$ cat config.mk
export PLATFORM = sky130hd
export DESIGN_NAME = alu_core
export DESIGN_NICKNAME = d
export VERILOG_FILES = /design/src/rtl/alu_pkg.sv /design/src/rtl/alu_shifter.sv /design/src/rtl/alu_core.sv
export SDC_FILE = /design/constraint.sdc
export NUM_CORES = 1
export LEC_CHECK = 0
export ABC_CLOCK_PERIOD_IN_PS = 3300
export BUFFER_PORTS_ARGS = -buffer_cell sky130_fd_sc_hd__buf_2
export CAP_MARGIN = 20
export CELL_PAD_IN_SITES_DETAIL_PLACEMENT = 0
export CELL_PAD_IN_SITES_GLOBAL_PLACEMENT = 1
export CORE_MARGIN = 2
export CORE_UTILIZATION = 30
export DETAILED_ROUTE_END_ITERATION = 12
export PLACE_DENSITY = 0.74
export SLEW_MARGIN = 5
export SYNTH_ARGS = -nofsm -noshare
export SYNTH_HDL_FRONTEND = slang
export SYNTH_SLANG_ARGS = --single-unit
$ cat constraint.sdc
create_clock -name clock -period 3.3 [get_ports clock]
set_input_delay 0.33 -clock clock [delete_from_list [all_inputs] [get_ports clock]]
set_output_delay 0.33 -clock clock [all_outputs]
set_load 0.03 [all_outputs]
$ cat src/rtl/alu_pkg.sv
// Shared opcode constants, FSM state encoding and flag bundle for alu_core.
package alu_pkg;

  localparam logic [2:0] OP_ADD = 3'b000;
  localparam logic [2:0] OP_SUB = 3'b001;
  localparam logic [2:0] OP_AND = 3'b010;
  localparam logic [2:0] OP_OR  = 3'b011;
  localparam logic [2:0] OP_XOR = 3'b100;
  localparam logic [2:0] OP_NOT = 3'b101;
  localparam logic [2:0] OP_SHL = 3'b110;
  localparam logic [2:0] OP_SHR = 3'b111;

  typedef enum logic [1:0] {
    ST_IDLE  = 2'd0,
    ST_SHIFT = 2'd1,
    ST_DONE  = 2'd2
  } state_e;

  typedef struct packed {
    logic carry;
    logic overflow;
    logic zero;
    logic negative;
  } flags_t;

endpackage

$ cat src/rtl/alu_shifter.sv
// Logical shifter for alu_core: one-bit step by default, full barrel shift when
// ALU_BARREL_EN is defined. Reports the last bit shifted out and the OR of all lost bits.
module alu_shifter #(
  parameter int WIDTH = 8
) (
  input  logic [WIDTH-1:0]         value_i,
  input  logic                     right_i,
`ifdef ALU_BARREL_EN
  input  logic [$clog2(WIDTH)-1:0] amount_i,
`endif
  output logic [WIDTH-1:0]         shifted_o,
  output logic                     last_o,
  output logic                     lost_o
);

`ifdef ALU_BARREL_EN
  always_comb begin
    shifted_o = right_i ? (value_i >> amount_i) : (value_i << amount_i);
    last_o    = 1'b0;
    lost_o    = 1'b0;
    // Amounts beyond WIDTH only shift out zeros, so they never match an index here.
    for (int i = 0; i < WIDTH; i++) begin
      if (right_i) begin
        if (i == int'(amount_i) - 1) last_o = value_i[i];
        if (i < int'(amount_i))      lost_o = lost_o | value_i[i];
      end else begin
        if (i == WIDTH - int'(amount_i))  last_o = value_i[i];
        if (i + int'(amount_i) >= WIDTH)  lost_o = lost_o | value_i[i];
      end
    end
  end
`else
  always_comb begin
    shifted_o = right_i ? {1'b0, value_i[WIDTH-1:1]} : {value_i[WIDTH-2:0], 1'b0};
    last_o    = right_i ? value_i[0] : value_i[WIDTH-1];
    lost_o    = last_o;
  end
`endif

endmodule

$ cat src/rtl/alu_core.sv
// Handshaked WIDTH-bit ALU with registered result and flags. Shifts are iterative
// (one bit per cycle) unless ALU_BARREL_EN selects the single-cycle barrel shifter.
module alu_core
  import alu_pkg::*;
#(
  parameter int WIDTH = 8
) (
  input  logic             clock,
  input  logic             clear,
  input  logic             in_valid,
  output logic             in_ready,
  input  logic [2:0]       op,
  input  logic [WIDTH-1:0] a,
  input  logic [WIDTH-1:0] b,
  input  logic             cin,
  output logic             out_valid,
  input  logic             out_ready,
  output logic [WIDTH-1:0] result,
  output logic             carry,
  output logic             overflow,
  output logic             zero,
  output logic             negative
);

  localparam int SHAMT_W = $clog2(WIDTH);
  localparam int MSB     = WIDTH - 1;

  state_e           state_q, state_d;
  logic [WIDTH-1:0] result_q;
  flags_t           flags_q;

  logic               accept;
  logic               go_shift;
  logic [SHAMT_W-1:0] amt_in;

  logic [WIDTH-1:0] opnd_b;
  logic             cin_eff;
  logic [WIDTH:0]   sum;
  logic [WIDTH-1:0] imm_res;
  logic             imm_carry, imm_ovf;
  flags_t           imm_flags;

  logic [WIDTH-1:0] sh_val;
  logic             sh_last, sh_lost;

  assign amt_in = b[SHAMT_W-1:0];
  assign accept = in_valid && in_ready;

`ifdef ALU_BARREL_EN
  alu_shifter #(.WIDTH(WIDTH)) u_shifter (
    .value_i   (a),
    .right_i   (op == OP_SHR),
    .amount_i  (amt_in),
    .shifted_o (sh_val),
    .last_o    (sh_last),
    .lost_o    (sh_lost)
  );

  assign go_shift = 1'b0;
`else
  logic [WIDTH-1:0]   work_q;
  logic [SHAMT_W-1:0] cnt_q;
  logic               shr_q, sticky_q;
  logic               last_step;
  flags_t             fin_flags;

  alu_shifter #(.WIDTH(WIDTH)) u_shifter (
    .value_i   (work_q),
    .right_i   (shr_q),
    .shifted_o (sh_val),
    .last_o    (sh_last),
    .lost_o    (sh_lost)
  );

  assign go_shift  = ((op == OP_SHL) || (op == OP_SHR)) && (amt_in != '0);
  assign last_step = (state_q == ST_SHIFT) && (cnt_q == SHAMT_W'(1));

  always_comb begin
    fin_flags.carry    = sh_last;
    fin_flags.overflow = !shr_q && (sticky_q || sh_lost);
    fin_flags.zero     = (sh_val == '0);
    fin_flags.negative = sh_val[MSB];
  end

  always_ff @(posedge clock) begin
    if (clear) begin
      work_q   <= '0;
      cnt_q    <= '0;
      shr_q    <= 1'b0;
      sticky_q <= 1'b0;
    end else if (accept && go_shift) begin
      work_q   <= a;
      cnt_q    <= amt_in;
      shr_q    <= (op == OP_SHR);
      sticky_q <= 1'b0;
    end else if (state_q == ST_SHIFT) begin
      work_q   <= sh_val;
      cnt_q    <= cnt_q - SHAMT_W'(1);
      sticky_q <= sticky_q | sh_lost;
    end
  end
`endif

  // Subtract reuses the adder as a + ~b + !borrow_in.
  always_comb begin
    opnd_b    = (op == OP_SUB) ? ~b : b;
    cin_eff   = (op == OP_SUB) ? ~cin : cin;
    sum       = {1'b0, a} + {1'b0, opnd_b} + {{WIDTH{1'b0}}, cin_eff};
    imm_res   = '0;
    imm_carry = 1'b0;
    imm_ovf   = 1'b0;
    case (op)
      OP_ADD, OP_SUB: begin
        imm_res   = sum[WIDTH-1:0];
        imm_carry = sum[WIDTH];
        imm_ovf   = (a[MSB] == opnd_b[MSB]) && (sum[MSB] != a[MSB]);
      end
      OP_AND: imm_res = a & b;
      OP_OR:  imm_res = a | b;
      OP_XOR: imm_res = a ^ b;
      OP_NOT: imm_res = ~a;
      default: begin
`ifdef ALU_BARREL_EN
        imm_res   = sh_val;
        imm_carry = sh_last;
        imm_ovf   = (op == OP_SHL) && sh_lost;
`else
        imm_res   = a;  // iterative shifts only finish here when the amount is 0
`endif
      end
    endcase
    imm_flags.carry    = imm_carry;
    imm_flags.overflow = imm_ovf;
    imm_flags.zero     = (imm_res == '0);
    imm_flags.negative = imm_res[MSB];
  end

  always_ff @(posedge clock) begin
    if (clear) begin
      result_q <= '0;
      flags_q  <= '0;
    end else if (accept && !go_shift) begin
      result_q <= imm_res;
      flags_q  <= imm_flags;
    end
`ifndef ALU_BARREL_EN
    else if (last_step) begin
      result_q <= sh_val;
      flags_q  <= fin_flags;
    end
`endif
  end

  always_ff @(posedge clock) begin
    if (clear) state_q <= ST_IDLE;
    else       state_q <= state_d;
  end

  always_comb begin
    state_d = state_q;
    case (state_q)
      ST_IDLE: begin
        if (accept) state_d = go_shift ? ST_SHIFT : ST_DONE;
      end
      ST_SHIFT: begin
`ifdef ALU_BARREL_EN
        state_d = ST_IDLE;
`else
        if (last_step) state_d = ST_DONE;
`endif
      end
      ST_DONE: begin
        if (accept)         state_d = go_shift ? ST_SHIFT : ST_DONE;
        else if (out_ready) state_d = ST_IDLE;
      end
      default: state_d = ST_IDLE;
    endcase
  end

  // in_ready looks at out_ready only in DONE, giving back-to-back throughput.
  always_comb begin
    out_valid = (state_q == ST_DONE);
    in_ready  = ((state_q == ST_IDLE) || ((state_q == ST_DONE) && out_ready)) && !clear;
  end

  assign result   = result_q;
  assign carry    = flags_q.carry;
  assign overflow = flags_q.overflow;
  assign zero     = flags_q.zero;
  assign negative = flags_q.negative;

endmodule
==> flow_metrics.env <==
export IMPL_instance_area_after_placement_um2=2790
export IMPL_port_buffers=37
export IMPL_synthTopCellsByCount="40 x sky130_fd_sc_hd__nand2_1, 26 x sky130_fd_sc_hd__dfxtp_1, 25 x sky130_fd_sc_hd__ha_1"
export IMPL_holdBufCountCts=0
export IMPL_timing_limited_maximum_frequency_mhz=360
export IMPL_synth_most_common_cell="sky130_fd_sc_hd__nand2_1"
export IMPL_dieHeight_um=96.1
export IMPL_post_route_cell_area_um2=2870
export IMPL_antenna_violations_before_repair=0
export IMPL_synth_area_top_cells="sky130_fd_sc_hd__dfxtp_1 20%, sky130_fd_sc_hd__ha_1 12%, sky130_fd_sc_hd__nand2_1 5.9%"
export IMPL_grt_first_pass_wirelength_mm=11.3
export IMPL_drv_cap=0
export IMPL_cts_root_buf="sky130_fd_sc_hd__clkbuf_8"
export IMPL_finalHoldWorstSlack_ps=344
export IMPL_worstSetupPathType="primary input to flop"
export IMPL_hold_violations=0
export IMPL_setup_violations_final=0
export IMPL_main_combinational_cell_family_by_area_after_synthesis="compound AO/OA/AOI/OAI gates"
export IMPL_grt_setup_unrepaired="false"
export IMPL_final_period_minus_worst_setup_slack_ps=2780
export IMPL_synth_area_mux_share_pct=3.98
export IMPL_async_flop_share_pct=0
export IMPL_yosysTopAreaCell="sky130_fd_sc_hd__dfxtp_1"
export IMPL_viasPerCell=5.22
export IMPL_power_leakage_nw=1.16
export IMPL_relSlewSlack_pct=38.5
export IMPL_detailed_place_hpwl_mm=5.27
export IMPL_cts_post_setup_buffers_inserted=0
export IMPL_clkTransAtPathRegs_ps=100
export IMPL_routability_congestion=0.832
export IMPL_syn_avg_cell_area_um2=7.83
export IMPL_vdd_ir_drop_max_uv=152
export IMPL_drt_first_iter_violations=120
export IMPL_fillerInstances=883
export IMPL_die_w_um=96.1
export IMPL_start_util_pct=31.0
export IMPL_cts_buffer_depth=2
export IMPL_cellPowerDensity_nw_per_um2=326
export IMPL_grt_pass1_vias=2286
export IMPL_worstMarginPinSlew_ps=921
export IMPL_postSynthNetCount=376
export IMPL_wl_mm=6.83
export IMPL_fraction_of_the_mapped_netlist_area_in_compound_gates_pct=26.6
export IMPL_synth_warnings=0
export IMPL_drive_gt1_share_pct=17.9
export IMPL_route_antenna_remaining_nets=0
export IMPL_insertion_delay_ps=280
export IMPL_design_portCount=38
export IMPL_floorplan_core_area_um2=8220
export IMPL_fp_row_count=33
export IMPL_wire_per_inst_um=15.0
export IMPL_gr_usage_all_layers_pct=15.6
export IMPL_number_of_optimization_iterations_in_the_first_detailed_route_pass=4
export IMPL_non_filler_instances=456
export IMPL_post_synth_num_cell_types=62
export IMPL_mappedNetlistArea_um2=2540
export IMPL_delay_contributed_by_the_slowest_stage_of_the_critical_path_ps=450
export IMPL_cp_slowest_cell="sky130_fd_sc_hd__fa_1"
export IMPL_routed_vias=2380
export IMPL_post_syn_instances=325
export IMPL_period_share_pct=84.2
export IMPL_die_area_um2=9240
export IMPL_synth_edf_count=0
export IMPL_synth_fa_ha_area_share_pct=13.9
export IMPL_antennaDiodeCount=0
export IMPL_outcome="completed"
export IMPL_drc=0
export IMPL_finalMaxSlewViolations=0
export IMPL_dominantRegCellSynth="sky130_fd_sc_hd__dfxtp_1"
export IMPL_synth_seq_area_share_pct=20.5
export IMPL_grt_max_degree=33
export IMPL_worst_ep_required_time_ps=3510
export IMPL_cts_made_buffers=3
export IMPL_cts_h_tree_depth=1
export IMPL_arrival_ps=2980
export IMPL_number_of_buffers_and_inverters_on_the_critical_path=1
export IMPL_post_synth_xor_area_fraction_pct=4.82
export IMPL_crit_path_cell_trace="buf_2, nor2_1, and2_1, xnor2_1, fa_1, fa_1, a21o_1, a21oi_1, xor2_1, nor2_1, o31a_1, o31ai_2"
export IMPL_hold_class="primary input to flop"
export IMPL_yosys_area_top_type_share_pct=20.5
export IMPL_clock_skew_ps=11.5
export IMPL_design_final_nets=403
export IMPL_timing_setup_tns_ps=0
export IMPL_end_kind="flop"
export IMPL_placedCellCount=451
export IMPL_cts_num_sinks=26
export IMPL_postCtsResizedCells=0
export IMPL_cts_tree="built"
export IMPL_synth_simple_gate_area_share_pct=22.5
export IMPL_worst_path_dominant_cell_family="compound AO/OA/AOI/OAI gates"
export IMPL_area_growth_pct=12.8
export IMPL_worst_setup_path_start_kind="primary input"
export IMPL_critical_path_peak_fanout=5
export IMPL_yosys_register_bits=26
export IMPL_grt_overflow_total=0
==> layout by cell type (no fill, tap or decap), drive strengths merged, types with 2 or more instances in the layout <==
master / instances
nor3: 9
dfxtp: 26
nand2: 40
o2111ai: 2
nor2: 22
o211a: 2
o211ai: 14
or2: 3
a21o: 5
nor3b: 2
buf: 45
a21oi: 23
or3: 2
xnor2: 12
nor2b: 7
ha: 25
nand4: 3
nand3: 7
mux2i: 9
o311ai: 4
inv: 20
and2: 5
o31a: 2
o21ai: 5
clkbuf: 3
a21boi: 2
fa: 2
a311oi: 3
o31ai: 5
a211oi: 12
o21a: 4
xor2: 2
nand2b: 6
==> state kept, by name, indices dropped and copies added, names as in the netlist <==
| name | count |
|---|---|
| work_q | 8 |
| zero | 1 |
| result | 8 |
| carry | 1 |
| cnt_q | 3 |
| sticky_q | 1 |
| overflow | 1 |
| shr_q | 1 |
| state_q | 2 |
==> where the power goes <==
part           total (mW)  internal (mW)  switching (mW)
combinational       0.322          0.132           0.190
clock               0.269          0.162           0.107
sequential          0.344          0.330          0.0144
==> layout make-up <==
| class | instances | area, um^2 | share of cell area, % |
|---|---|---|---|
| Multi-Input combinational cell | 256 | 1830 | 63.6 |
| Sequential cell | 26 | 520 | 18.1 |
| Timing Repair Buffer | 45 | 245 | 8.54 |
| Tap cell | 105 | 131 | 4.58 |
| Inverter | 20 | 75.1 | 2.62 |
| Clock buffer | 3 | 41.3 | 1.44 |
| Clock inverter | 1 | 30.0 | 1.05 |
==> path summary, 6_finish.rpt <==
| path | startpoint | to | slack (ps) | depth (start not counted) |
|---|---|---|---|---|
| setup / recovery | op[2] | zero$_SDFFE_PP0P_ | 520 | 12 |
| hold / removal | a[4] | work_q[4]$_SDFFE_PP0P_ | 340 | 3 |
| setup reg to reg | shr_q$_SDFFE_PP0P_ | zero$_SDFFE_PP0P_ | 1280 | 6 |
| hold reg to reg | sticky_q$_SDFFE_PP0P_ | sticky_q$_SDFFE_PP0P_ | 520 | 2 |
==> logic make-up after synthesis <==
family / count (synthesis)
AND/OR/NAND/NOR: 114
AO/OA/AOI/OAI: 91
buffers and inverters: 43
adder cells (fa/ha/maj): 27
flip-flops: 26
XOR/XNOR: 14
multiplexers: 10
==> routing by layer <==
layer	wire length [um]	GRT usage, %	share of wire (%)
met5	0	0	0
met4	15	1.31	0.22
met3	343	2.19	5.0
met2	2980	25.2	44
met1	3490	22.6	51
==> tightest hold or removal path: cells and delay by family <==
| kind | cells | cell delay (ps) |
|---|---|---|
| AND/OR/NAND/NOR | 1 | 60 |
| AO/OA/AOI/OAI | 1 | 50 |
| buffers and inverters | 1 | 140 |
==> stage by stage <==
stage / setup WS, ps / utilization (%) / total power, mW
floorplan: 153 / - / 0.585
global placement: 324 / 34.0 / 0.668
detailed placement: 219 / 34.0 / 0.673
CTS: 505 / 34.8 / 0.940
global route: 291 / 34.9 / 0.990
finish: 522 / 34.9 / 0.935
(Power assumes the default switching activity.)
